==> src/rtl/led_mode_sequencer_pkg.sv <==
// rtl/led_mode_sequencer_pkg.sv - mode encodings, initial patterns and PWM width for the LED sequencer
package led_seq_pkg;

    localparam logic [1:0] MODE_CHASE_L = 2'd0;
    localparam logic [1:0] MODE_CHASE_R = 2'd1;
    localparam logic [1:0] MODE_BLINK   = 2'd2;
    localparam logic [1:0] MODE_BAR     = 2'd3;

    localparam int PWM_CNT_W = 8;
    localparam int MAX_LED   = 32;

    // Pattern loaded on entry to a mode (active-high, bit 0 is the first LED)
    function automatic logic [MAX_LED-1:0] init_pat(input logic [1:0] mode, input int n_led);
        logic [MAX_LED-1:0] v;
        v = '0;
        case (mode)
            MODE_CHASE_L: v = MAX_LED'(1);
            MODE_CHASE_R: v = MAX_LED'(1) << (n_led - 1);
            default:      v = '0;
        endcase
        return v;
    endfunction

endpackage

==> src/rtl/led_mode_sequencer_if.sv <==
// rtl/led_mode_sequencer_if.sv - push-button input and LED/mode/step outputs of the sequencer
interface led_mode_sequencer_if #(
    parameter int N_LED = 6
);
    logic             PSW;
    logic [N_LED-1:0] LED;
    logic [1:0]       MODE;
    logic             STEP;

    modport master (output PSW, input LED, MODE, STEP);
    modport slave  (input PSW, output LED, MODE, STEP);
endinterface

==> src/rtl/led_mode_sequencer_psw_debounce.sv <==
// rtl/led_mode_sequencer_psw_debounce.sv - PSW synchronizer, debounce counter and press pulse
module psw_debounce #(
    parameter int DEBOUNCE_CYC = 270_000
) (
    input  logic CLK,
    input  logic ARST_N,
    input  logic i_psw,
    output logic o_press
);
    localparam int DB_W = $clog2(DEBOUNCE_CYC);

    logic            r_sync1;
    logic            r_sync2;
    logic            r_db;
    logic [DB_W-1:0] r_cnt;
    logic            r_press;

    // Counter only runs while the synced level disagrees with the accepted level
    always_ff @(posedge CLK or negedge ARST_N) begin
        if (!ARST_N) begin
            r_sync1 <= 1'b1;
            r_sync2 <= 1'b1;
            r_db    <= 1'b1;
            r_cnt   <= '0;
            r_press <= 1'b0;
        end else begin
            r_sync1 <= i_psw;
            r_sync2 <= r_sync1;
            r_press <= 1'b0;
            if (r_sync2 == r_db) begin
                r_cnt <= '0;
            end else if (r_cnt == DB_W'(DEBOUNCE_CYC - 1)) begin
                r_db    <= r_sync2;
                r_cnt   <= '0;
                r_press <= ~r_sync2;
            end else begin
                r_cnt <= r_cnt + DB_W'(1);
            end
        end
    end

    assign o_press = r_press;

endmodule

==> src/rtl/led_mode_sequencer.sv <==
// rtl/led_mode_sequencer.sv - LED bank mode FSM, step prescaler and pattern register; optional PWM dimming under LED_SEQ_PWM_EN
module led_mode_sequencer
    import led_seq_pkg::*;
#(
    parameter int STEP_DIV     = 4_000_000,
    parameter int DEBOUNCE_CYC = 270_000,
    parameter int N_LED        = 6,
    parameter int PWM_DUTY     = 128
) (
    input  logic                 CLK,
    input  logic                 ARST_N,
    led_mode_sequencer_if.slave  seq_bus
);
    localparam int DIV_W = $clog2(STEP_DIV);

    if (STEP_DIV < 2 || DEBOUNCE_CYC < 2 || N_LED < 2 || N_LED > MAX_LED ||
        PWM_DUTY < 0 || PWM_DUTY > 256) begin : g_bad_param
        $error("led_mode_sequencer: parameter out of range");
    end

    logic [DIV_W-1:0] r_div;
    logic [1:0]       r_mode;
    logic [N_LED-1:0] r_pat;
    logic             w_press;
    logic             w_tick;
    logic [1:0]       w_next_mode;
    logic [N_LED-1:0] w_init;
    logic [N_LED-1:0] w_step_pat;

    psw_debounce #(.DEBOUNCE_CYC(DEBOUNCE_CYC)) u_psw_debounce (
        .CLK     (CLK),
        .ARST_N  (ARST_N),
        .i_psw   (seq_bus.PSW),
        .o_press (w_press)
    );

    assign w_tick      = (r_div == DIV_W'(STEP_DIV - 1));
    assign w_next_mode = r_mode + 2'd1;
    assign w_init      = N_LED'(init_pat(w_next_mode, N_LED));

    always_comb begin
        w_step_pat = r_pat;
        case (r_mode)
            MODE_CHASE_L: w_step_pat = {r_pat[N_LED-2:0], r_pat[N_LED-1]};
            MODE_CHASE_R: w_step_pat = {r_pat[0], r_pat[N_LED-1:1]};
            MODE_BLINK:   w_step_pat = ~r_pat;
            default:      w_step_pat = (&r_pat) ? '0 : {r_pat[N_LED-2:0], 1'b1};
        endcase
    end

    // A press restarts the step period so the new mode always gets a full first step
    always_ff @(posedge CLK or negedge ARST_N) begin
        if (!ARST_N) begin
            r_div  <= '0;
            r_mode <= MODE_CHASE_L;
            r_pat  <= N_LED'(1);
        end else if (w_press) begin
            r_div  <= '0;
            r_mode <= w_next_mode;
            r_pat  <= w_init;
        end else begin
            r_div <= w_tick ? '0 : r_div + DIV_W'(1);
            if (w_tick) begin
                r_pat <= w_step_pat;
            end
        end
    end

    assign seq_bus.STEP = w_tick & ~w_press;
    assign seq_bus.MODE = r_mode;

`ifdef LED_SEQ_PWM_EN
    logic [PWM_CNT_W-1:0] r_pwm_cnt;
    logic                 r_pwm_on;
    logic [N_LED-1:0]     r_led;

    always_ff @(posedge CLK or negedge ARST_N) begin
        if (!ARST_N) begin
            r_pwm_cnt <= '0;
            r_pwm_on  <= 1'b0;
            r_led     <= ~N_LED'(1);
        end else begin
            r_pwm_cnt <= r_pwm_cnt + PWM_CNT_W'(1);
            r_pwm_on  <= (int'(r_pwm_cnt) < PWM_DUTY);
            r_led     <= ~(r_pat & {N_LED{r_pwm_on}});
        end
    end

    assign seq_bus.LED = r_led;
`else
    assign seq_bus.LED = ~r_pat;
`endif

endmodule

==> src/flat_wrapper.sv <==
// flat-port wrapper written by rule: the top's interface ports become plain ports
module led_mode_sequencer_flat import led_seq_pkg::*;
#(
    parameter int STEP_DIV     = 4_000_000,
    parameter int DEBOUNCE_CYC = 270_000,
    parameter int N_LED        = 6,
    parameter int PWM_DUTY     = 128
)
  (CLK, ARST_N, seq_bus_PSW, seq_bus_LED, seq_bus_MODE, seq_bus_STEP);
  led_mode_sequencer_if #(.N_LED(N_LED)) seq_bus_i ();
  input  logic CLK;
  input  logic ARST_N;
  input wire logic [$bits(seq_bus_i.PSW)-1:0] seq_bus_PSW;
  output wire logic [$bits(seq_bus_i.LED)-1:0] seq_bus_LED;
  output wire logic [$bits(seq_bus_i.MODE)-1:0] seq_bus_MODE;
  output wire logic [$bits(seq_bus_i.STEP)-1:0] seq_bus_STEP;
  assign seq_bus_i.PSW = seq_bus_PSW;
  assign seq_bus_LED = seq_bus_i.LED;
  assign seq_bus_MODE = seq_bus_i.MODE;
  assign seq_bus_STEP = seq_bus_i.STEP;
  led_mode_sequencer #(.STEP_DIV(STEP_DIV), .DEBOUNCE_CYC(DEBOUNCE_CYC), .N_LED(N_LED), .PWM_DUTY(PWM_DUTY)) u_core (.CLK(CLK), .ARST_N(ARST_N), .seq_bus(seq_bus_i));
endmodule
==> config.mk <==
export PLATFORM = sky130hd
export DESIGN_NAME = led_mode_sequencer_flat
export DESIGN_NICKNAME = d
export VERILOG_FILES = /design/src/rtl/led_mode_sequencer_pkg.sv /design/src/rtl/led_mode_sequencer_if.sv /design/src/rtl/led_mode_sequencer_psw_debounce.sv /design/src/rtl/led_mode_sequencer.sv /design/src/flat_wrapper.sv
export SDC_FILE = /design/constraint.sdc
export NUM_CORES = 1
export LEC_CHECK = 0
export BUFFER_PORTS_ARGS = -buffer_cell sky130_fd_sc_hd__buf_2
export CORE_AREA = 2 2 87 89
export CTS_CLUSTER_DIAMETER = 30
export CTS_CLUSTER_SIZE = 12
export DETAILED_ROUTE_END_ITERATION = 10
export DIE_AREA = 0 0 89 91
export PLACE_DENSITY = 0.54
export SYNTH_ARGS = -nofsm -noshare
export SYNTH_HDL_FRONTEND = slang
export SYNTH_SLANG_ARGS = --single-unit
==> constraint.sdc <==
create_clock -name CLK -period 4.2 [get_ports CLK]
set_clock_uncertainty 0.1 [all_clocks]
set_input_delay 0.84 -clock CLK [delete_from_list [all_inputs] [get_ports CLK]]
set_output_delay 0.84 -clock CLK [all_outputs]
set_load 0.05 [all_outputs]
* After elaboration in Yosys (flattened, before gate mapping) *
Index checks and enable logic that the tools add are counted.

cells by class
  $add $sub $neg = 3
  eq/ne operators = 6
  mux-type cells = 11
  bitwise operators = 5
  reduce and logical (&&, ||, !) cells = 5

operators with widths
  operator               number
  $mux 22                2
  $mux 19                2
  $add 22x1->22 const B  1
  $eq 22x22->1 const B   1
  $add 19x1->19 const B  1
  $eq 19x19->1 const B   1
  $mux 6                 3
  $pmux 6 s3             1
  $pmux 6 s2             1
  $not 6->6              1
  $reduce_and 6->1       1
  $eq 2x1->1 const B     2
  $logic_not 2->1        2
  $not 1->1              3
  $add 2x1->2 const B    1
  $eq 2x2->1 const B     1
  $mux 1                 2
  $reduce_and 2->1       1
  $reduce_bool 2->1      1
  $and 1x1->1            1
  $eq 1x1->1             1

word-level totals
  flip-flop bits (word level) = 53
  input port bits = 3
  output and inout bits = 9
  word-level logic and storage cells = 38

* Longest topological paths before layout *
Gate-level depths: netlist (run 1).

  depth after elaboration = 5
  gate-level depth with buffers = 6
  gate-level depth less buffers = 6

* Cells and area by module *
Synthesis (run 1) repeated with hierarchy kept, for this count alone.

unflattened totals
  cell total of the unflattened synthesis = 271
  area total of the unflattened synthesis = 2746.4 µm²

modules (own cells, without submodules)
  module              times used  cells each  area each (µm²)  sequential area each (µm²)
  led_mode_sequencer  1           168         1602.8           752.0
  psw_debounce        1           103         1143.6           579.3

* Worst setup path before layout (run 1) *
No wires, ideal clock.

  kind = flip-flop to output port
  start = register u_core.r_div[13]
  end = output seq_bus_STEP
  arrival time = 2.070 ns
  data required time = 3.260 ns
  slack = 1.190 ns
  stages on the path, launching flop included = 4
  buffers on the path = 0
  cells stage by stage = dfrtp_1 -> or4b_1 -> or4_1 -> nor2_1

between the ends
  longest elaborated chain between the ends = 2

RTL lines
  item                    line                      source
  from (decl)             led_mode_sequencer.sv:21  logic [DIV_W-1:0] r_div;
  from (signal assigned)  led_mode_sequencer.sv:62  r_div <= w_tick ? '0 : r_div + DIV_W'(1);
  $eq 22x22->1            led_mode_sequencer.sv:37  assign w_tick = (r_div == DIV_W'(STEP_DIV - 1));
  $and 1x1->1             led_mode_sequencer.sv:69  assign seq_bus.STEP = w_tick & ~w_press;
  to (decl)               flat_wrapper.sv:16        output wire logic [$bits(seq_bus_i.STEP)-1:0] seq_bus_STEP;

Every way passes these cells.

* Final worst setup path (run 1) *
Ends and elaborated chain as after synthesis.

==> metrics.csv, run 1 <==
stage,metric,value,unit
run_status,status,"finished, final reports clean",
yosys,Most used DFF post-synth,dfrtp_1,
placed_design,DP Wirelength,3920,microns
sta,fin crit share,75.3,%
power,P_int,0.713,mW
global_routing,largest net degree at the start of global routing,38,
global_routing,initial antenna violation count,0,
clocking,hold bufs inserted after CTS,0,
global_routing,global-route wire length before repair,9850,microns
die,Starting Density,38.7,%
yosys,Syn. warnings,0,
route,vias after detailed routing,2081,
route,final WL,5570,microns
die,DIE WIDTH,89,microns
yosys,Yosys cell types,43,
die,DIE HEIGHT,91,microns
yosys,post-synthesis sequential area ratio,48.1,%
clocking,Post-CTS Repair Setup Buffers,0,
die,Die ar.,0.00810,sq mm
yosys,Synthesized Nets,289,
power,Net Switching,0.193,mW
yosys,Synth async-reset ratio,100,%
setup_path,critical path arrival,2220,ps
power,switching part of the total power,21.3,%
clocking,Worst-path clk slew,100,ps
route,Iter 0 DRT Violations,51,
power,P per Cell Area,296,mW/mm^2
sta,crit path time final,3160,ps
sta,fmax,316,MHz
setup_path,Crit Path Category,reg2out,
route,vias per cell,5.28,
clocking,clock sink count,53,
layout,most frequent cells in the layout,"dfrtp_1, nor2_1, xnor2_1",
clocking,cts bufs inserted,5,
setup_path,Worst Setup End Kind,output pin,
setup_path,crit-path max FO,8,
clocking,htree depth,2,
power,Reg power frac,57.1,%
die,I/O Pins,12,
sta,Worst Tran Pin Value,840,ps
die,# rows,31,
worst_hold_path,worst hold start,u_core.u_psw_debounce.r_sync1,
clocking,clk_lat worst skew,320,ps
setup_path,Worst R2R Path Depth,5,
setup_path,CP Launch Point,u_core.r_div[13],
power,Clk pwr share,40.7,%
worst_hold_path,Hold WC Path Type,reg2reg,
setup_path,required time worst endpoint,3260,ps
worst_hold_path,hold depth,0,
layout,"Area growth, synth to finish",10.7,%
clocking,clock root cell,clkbuf_8,
sta,hold slack final,259,ps
yosys,number of flops mapped to enable cells by yosys,0,
sta,Slew Limit Fails,0,
global_routing,total grt overflow,0,
layout,share of cells above drive strength 1,12.2,%
layout,Layout Nets,304,
die,Core Box Area,0.00714,sq mm
sta,final setup violating endpoints,0,
route,First-pass DRT Iterations,4,
yosys,mean area per synthesized cell,9.91,sq um
sta,unrepaired setup endpoints after global routing,false,
sta,Hold Fails Final Rpt,0,
yosys,Cells after Synth,279,
power,Static Leak,1.19,nW
yosys,Mapped Area,0.00277,sq mm
route,Routed Antenna Nets,0,
route,Routed wire per std cell,14.1,microns
setup_path,startpoint types,flip-flop,
clocking,clock tree from TritonCTS,built,
yosys,Seq cells post-synth,53,
global_routing,Tot GR Track Use,15.2,%
setup_path,Worst R2R Start,u_core.r_div[13],
layout,"most common cell after layout, fill and taps aside",dfrtp_1,
placed_design,IO Port Bufs,11,
route,residual DRC count,0,
clocking,# resized after CTS,0,
placed_design,Placement Setup Slack,1400,ps
power,Comb pwr share,2.2,%
clocking,clock buffer depth,2,
global_routing,vias in the first global route,2195,
sta,headroom to the max-slew limit,43.5,%
sta,final worst slack,1040,ps
power,"Power, Total",0.905,mW
power,worst vdd ir,0.000151,V
sta,setup TNS,0,ps
layout,ANT cells,0,
placed_design,RD Place Congestion,0.811,
flow_run,Max Cap Violations,0,
state kept, by name, indices dropped and copies added, names as in the netlist:
name,cells
u_core.u_psw_debounce.r_sync2,1
u_core.u_psw_debounce.o_press,1
u_core.r_pat,6
u_core.u_psw_debounce.r_db,1
u_core.seq_bus.MODE,2
u_core.u_psw_debounce.r_sync1,1
u_core.r_div,22
u_core.u_psw_debounce.r_cnt,19
per-stage QoR:
step,instances,instance area [sq um],utilization [%]
floorplan,279,2770,-
global placement,386,2940,41.2
detailed placement,386,2940,41.2
CTS,394,3060,42.9
global route,394,3060,42.9
finish,394,3060,42.9
routing by layer:
metal | GRT usage [%] | wire length, microns | vias to the layer above
li1 | - | - | 1036
met1 | 19.1 | 2770 | 1016
met2 | 25.5 | 2580 | 18
met3 | 3.00 | 117 | 11
met4 | 5.72 | 99 | 0
met5 | 0 | 0 | -
kinds of logic (layout without fill, tap and decap cells):
group / count (synthesis) / in the layout / share of synthesized area, %
AND/OR/NAND/NOR: 120 / 120 / 23.8
adder cells (fa/ha/maj): 7 / 7 / 3.17
XOR/XNOR: 27 / 27 / 8.55
flip-flops: 53 / 53 / 48.1
multiplexers: 2 / 2 / 0.814
buffers and inverters: 24 / 40 / 3.39
AO/OA/AOI/OAI: 46 / 46 / 12.1
critical path: stages (launching register included):
cell     delay, ps
dfrtp_1        460
or4b_1         530
or4_1          520
nor2_1         120
buf_2          280
layout make-up:
class / instances / area, sq um
clock inverter: 2 / 37.5
timing repair buffer: 14 / 77.6
inverter: 18 / 67.6
tap: 99 / 124
multi-input combinational: 202 / 1340
sequential: 53 / 1330
fill: 744 / 4080
clock buffer: 6 / 82.6
synth_stat cells (2+ instances only):
library cell   n  area, sq um
a21oi_1       11         55.1
and3b_1        2         17.5
a22oi_1        4         30.0
xnor2_1       19          166
mux2_2         2         22.5
or4_1          7         52.6
nand3_1       14         70.1
dfrtp_1       49         1230
and3_1         2         12.5
o31ai_1        4         30.0
nand4_1        9         56.3
o2bb2ai_1      8         70.1
or3_1          9         56.3
nand2_1       13         48.8
xor2_1         8         70.1
inv_1         18         67.6
dfstp_2        4          105
o21ai_0        8         40.0
clkbuf_1       3         11.3
or4_4          2         22.5
nor3_1         8         40.0
buf_2          3         15.0
a211oi_1       2         15.0
and4_1         4         35.0
nor4_1         7         43.8
nor2_1        36          135
ha_1           7         87.6
worst paths after layout:
path,endpoint,slack [ps]
min,u_core.u_psw_debounce.r_sync2,260
max in group asynchronous,u_core.r_pat[0],2700
max,seq_bus_STEP,1040
min in group asynchronous,u_core.r_div[18],500
max reg2reg,u_core.r_div[10],1750
min reg2reg,u_core.u_psw_debounce.r_sync2,260
power groups by stage:
| stage | clock network (mW) | logic, mW | registers (mW) |
|---|---|---|---|
| final | 0.369 | 0.0198 | 0.517 |
| after global routing | 0.398 | 0.0248 | 0.518 |
| after CTS | 0.383 | 0.0211 | 0.517 |
| after detailed placement | 0 | 0.0212 | 0.527 |
| after global placement | 0 | 0.0209 | 0.527 |
| after floorplan | 0 | 0.00655 | 0.526 |
Note: power is estimated with default switching activity, not from simulation.
==> run 2: changes to the inputs <==
--- a/config.mk
+++ b/config.mk
@@ -11,7 +11,7 @@
 export CTS_CLUSTER_SIZE = 12
 export DETAILED_ROUTE_END_ITERATION = 10
 export DIE_AREA = 0 0 89 91
-export PLACE_DENSITY = 0.54
+export PLACE_DENSITY = 0.56
 export SYNTH_ARGS = -nofsm -noshare
 export SYNTH_HDL_FRONTEND = slang
 export SYNTH_SLANG_ARGS = --single-unit
==> constraint.sdc (replaced) <==
create_clock -name CLK -period 2.7 [get_ports CLK]
set_clock_uncertainty 0.1 [all_clocks]
set_input_delay 0.54 -clock CLK [delete_from_list [all_inputs] [get_ports CLK]]
set_output_delay 0.54 -clock CLK [all_outputs]
set_load 0.05 [all_outputs]
==> metrics.csv, run 2 (synthesis results as in run 1) <==
stage,metric,value,unit
run_status,status,"finished, final reports clean",
layout,footprint of the multi-input gates,0.00136,sq mm
route,Routed Antenna Nets,0,
setup_path,Crit Path Category,reg2out,
clocking,Worst-path clk slew,100,ps
clocking,cts bufs inserted,5,
setup_path,worst-path cell chain,or4b_4 > or4_4 > nor2_4 > buf_8,
setup_path,worst path bufs/invs,1,
die,Core Box Area,0.00714,sq mm
setup_path,crit-path max FO,2,
die,DIE WIDTH,89,microns
route,First-pass DRT Iterations,6,
clocking,htree depth,2,
layout,cell area after layout,0.00313,sq mm
global_routing,global-route wire length before repair,9640,microns
layout,max FFs per register,22,
power,worst vdd ir,0.000197,V
die,I/O Pins,12,
placed_design,IO Port Bufs,11,
clocking,clock tree from TritonCTS,built,
setup_path,CP max-delay cell,or4b_4,
die,Starting Density,38.7,%
route,vias after detailed routing,2118,
route,vias per cell,5.28,
clocking,clk_lat worst skew,320,ps
placed_design,RD Place Congestion,0.794,
route,final WL,5380,microns
layout,share of cells above drive strength 1,15.2,%
setup_path,delay of the slowest cell on the worst path,540,ps
die,Die ar.,0.00810,sq mm
sta,headroom to the max-slew limit,58.5,%
sta,unrepaired setup endpoints after global routing,true,
global_routing,Tot GR Track Use,15.0,%
sta,hold slack final,120,ps
global_routing,largest net degree at the start of global routing,30,
worst_hold_path,Hold WC Path Type,in2async,
layout,"Most flops, register",u_core.r_div,
setup_path,critical path arrival,2020,ps
setup_path,startpoint types,flip-flop,
sta,crit path time final,2660,ps
sta,fmax,376,MHz
sta,Hold Fails Final Rpt,0,
setup_path,Worst Setup End Kind,output pin,
route,Routed wire per std cell,13.4,microns
power,Static Leak,1.24,nW
clocking,clock sink count,53,
flow_run,Max Cap Violations,0,
global_routing,total grt overflow,0,
layout,"Area growth, synth to finish",13.2,%
placed_design,placed cell areas,0.00299,sq mm
clocking,clock root cell,clkbuf_8,
sta,Slew Limit Fails,0,
layout,# fillers,741,
setup_path,"Largest delay share family, worst path",simple AND/OR/NAND/NOR gates,
global_routing,vias in the first global route,2050,
route,residual DRC count,0,
layout,ANT cells,0,
die,# rows,31,
placed_design,DP Wirelength,3750,microns
layout,Layout Nets,311,
setup_path,required time worst endpoint,2060,ps
sta,fin crit share,98.5,%
power,P per Cell Area,425,mW/mm^2
die,DIE HEIGHT,91,microns
layout,largest registers,"u_core.r_div (22), u_core.u_psw_debounce.r_cnt (19), u_core.r_pat (6)",
layout,most frequent cells in the layout,"dfrtp_1, nor2_1, xnor2_1",
sta,final setup violating endpoints,0,
layout,"most common cell after layout, fill and taps aside",dfrtp_1,
layout,FF+latch area,0.00133,sq mm
clocking,clock buffer depth,2,
sta,Worst Tran Pin Value,622,ps
global_routing,initial antenna violation count,0,
clocking,hold bufs inserted after CTS,0,
route,Iter 0 DRT Violations,91,
## run 2: cell count changes in the layout (fill, tap and decap cells not counted), sizes merged
cell	previous run	this run
inv	18	19
clkinvlp	1	0
bufinv	1	0
buf	14	21
clkinv	0	1
## run 2: worst paths after layout
| path | startpoint | to | slack (ps) | cells after the start |
|---|---|---|---|---|
| max | u_core.r_div[13] | seq_bus_STEP | 40 | 4 |
| min | ARST_N | u_core.r_div[17] | 120 | 1 |
| max reg2reg | u_core.r_div[0] | u_core.r_div[20] | 450 | 5 |
| min reg2reg | u_core.u_psw_debounce.r_sync1 | u_core.u_psw_debounce.r_sync2 | 260 | 0 |
| max in group asynchronous | ARST_N | u_core.u_psw_debounce.r_sync2 | 1740 | 2 |
| min in group CLK | seq_bus_PSW | u_core.u_psw_debounce.r_sync1 | 210 | 1 |
## run 2: cell type report
class	instances	area share, %
multi-input cells	202	43.3
flip-flops and latches	53	42.5
repair buffers	21	4.88
well taps	99	3.96
clock buffers	6	2.64
inverters	18	2.16
clock inverters	2	0.560
## run 2: timing repair
item                       in CTS  in global routing
setup buffers                   3                  0
cloned                          0                  0
setup endpoints to repair       1                  1
pin swaps                       0                  1
resized for setup               3                  3
## run 2: power breakdown
part | leakage, nW | switching, mW | internal (mW)
logic | 0.475 | 0.0239 | 0.00911
registers | 0.709 | 0.00450 | 0.800
clock network | 0.0518 | 0.280 | 0.213
total | 1.24 | 0.309 | 1.02
## run 2: worst reg2reg max path, stage by stage, from the launching register on
cell and delay, ps:
dfrtp_1 400, ha_1 240, nand4_1 220, or4_1 650, or4_1 430, a21oi_1 150
## run 2: through the flow
step	setup TNS, ps	utilization [%]	cells	power (mW)	setup WS, ps
floorplan	0	-	279	0.829	201
global placement	0	41.8	390	0.854	222
detailed placement	0	41.8	390	0.855	205
CTS	0	43.7	401	1.35	2.93
global route	-15.6	43.9	401	1.39	-15.6
finish	0	43.9	401	1.33	40.1
## run 2: routing by layer
metal / vias up / part of all wire, % / GRT usage [%]
met4: 0 / 1.7 / 5.72
met1: 1025 / 47 / 20.0
li1: 1052 / - / -
met5: - / 0 / 0
met3: 8 / 2.9 / 3.09
met2: 33 / 49 / 23.8
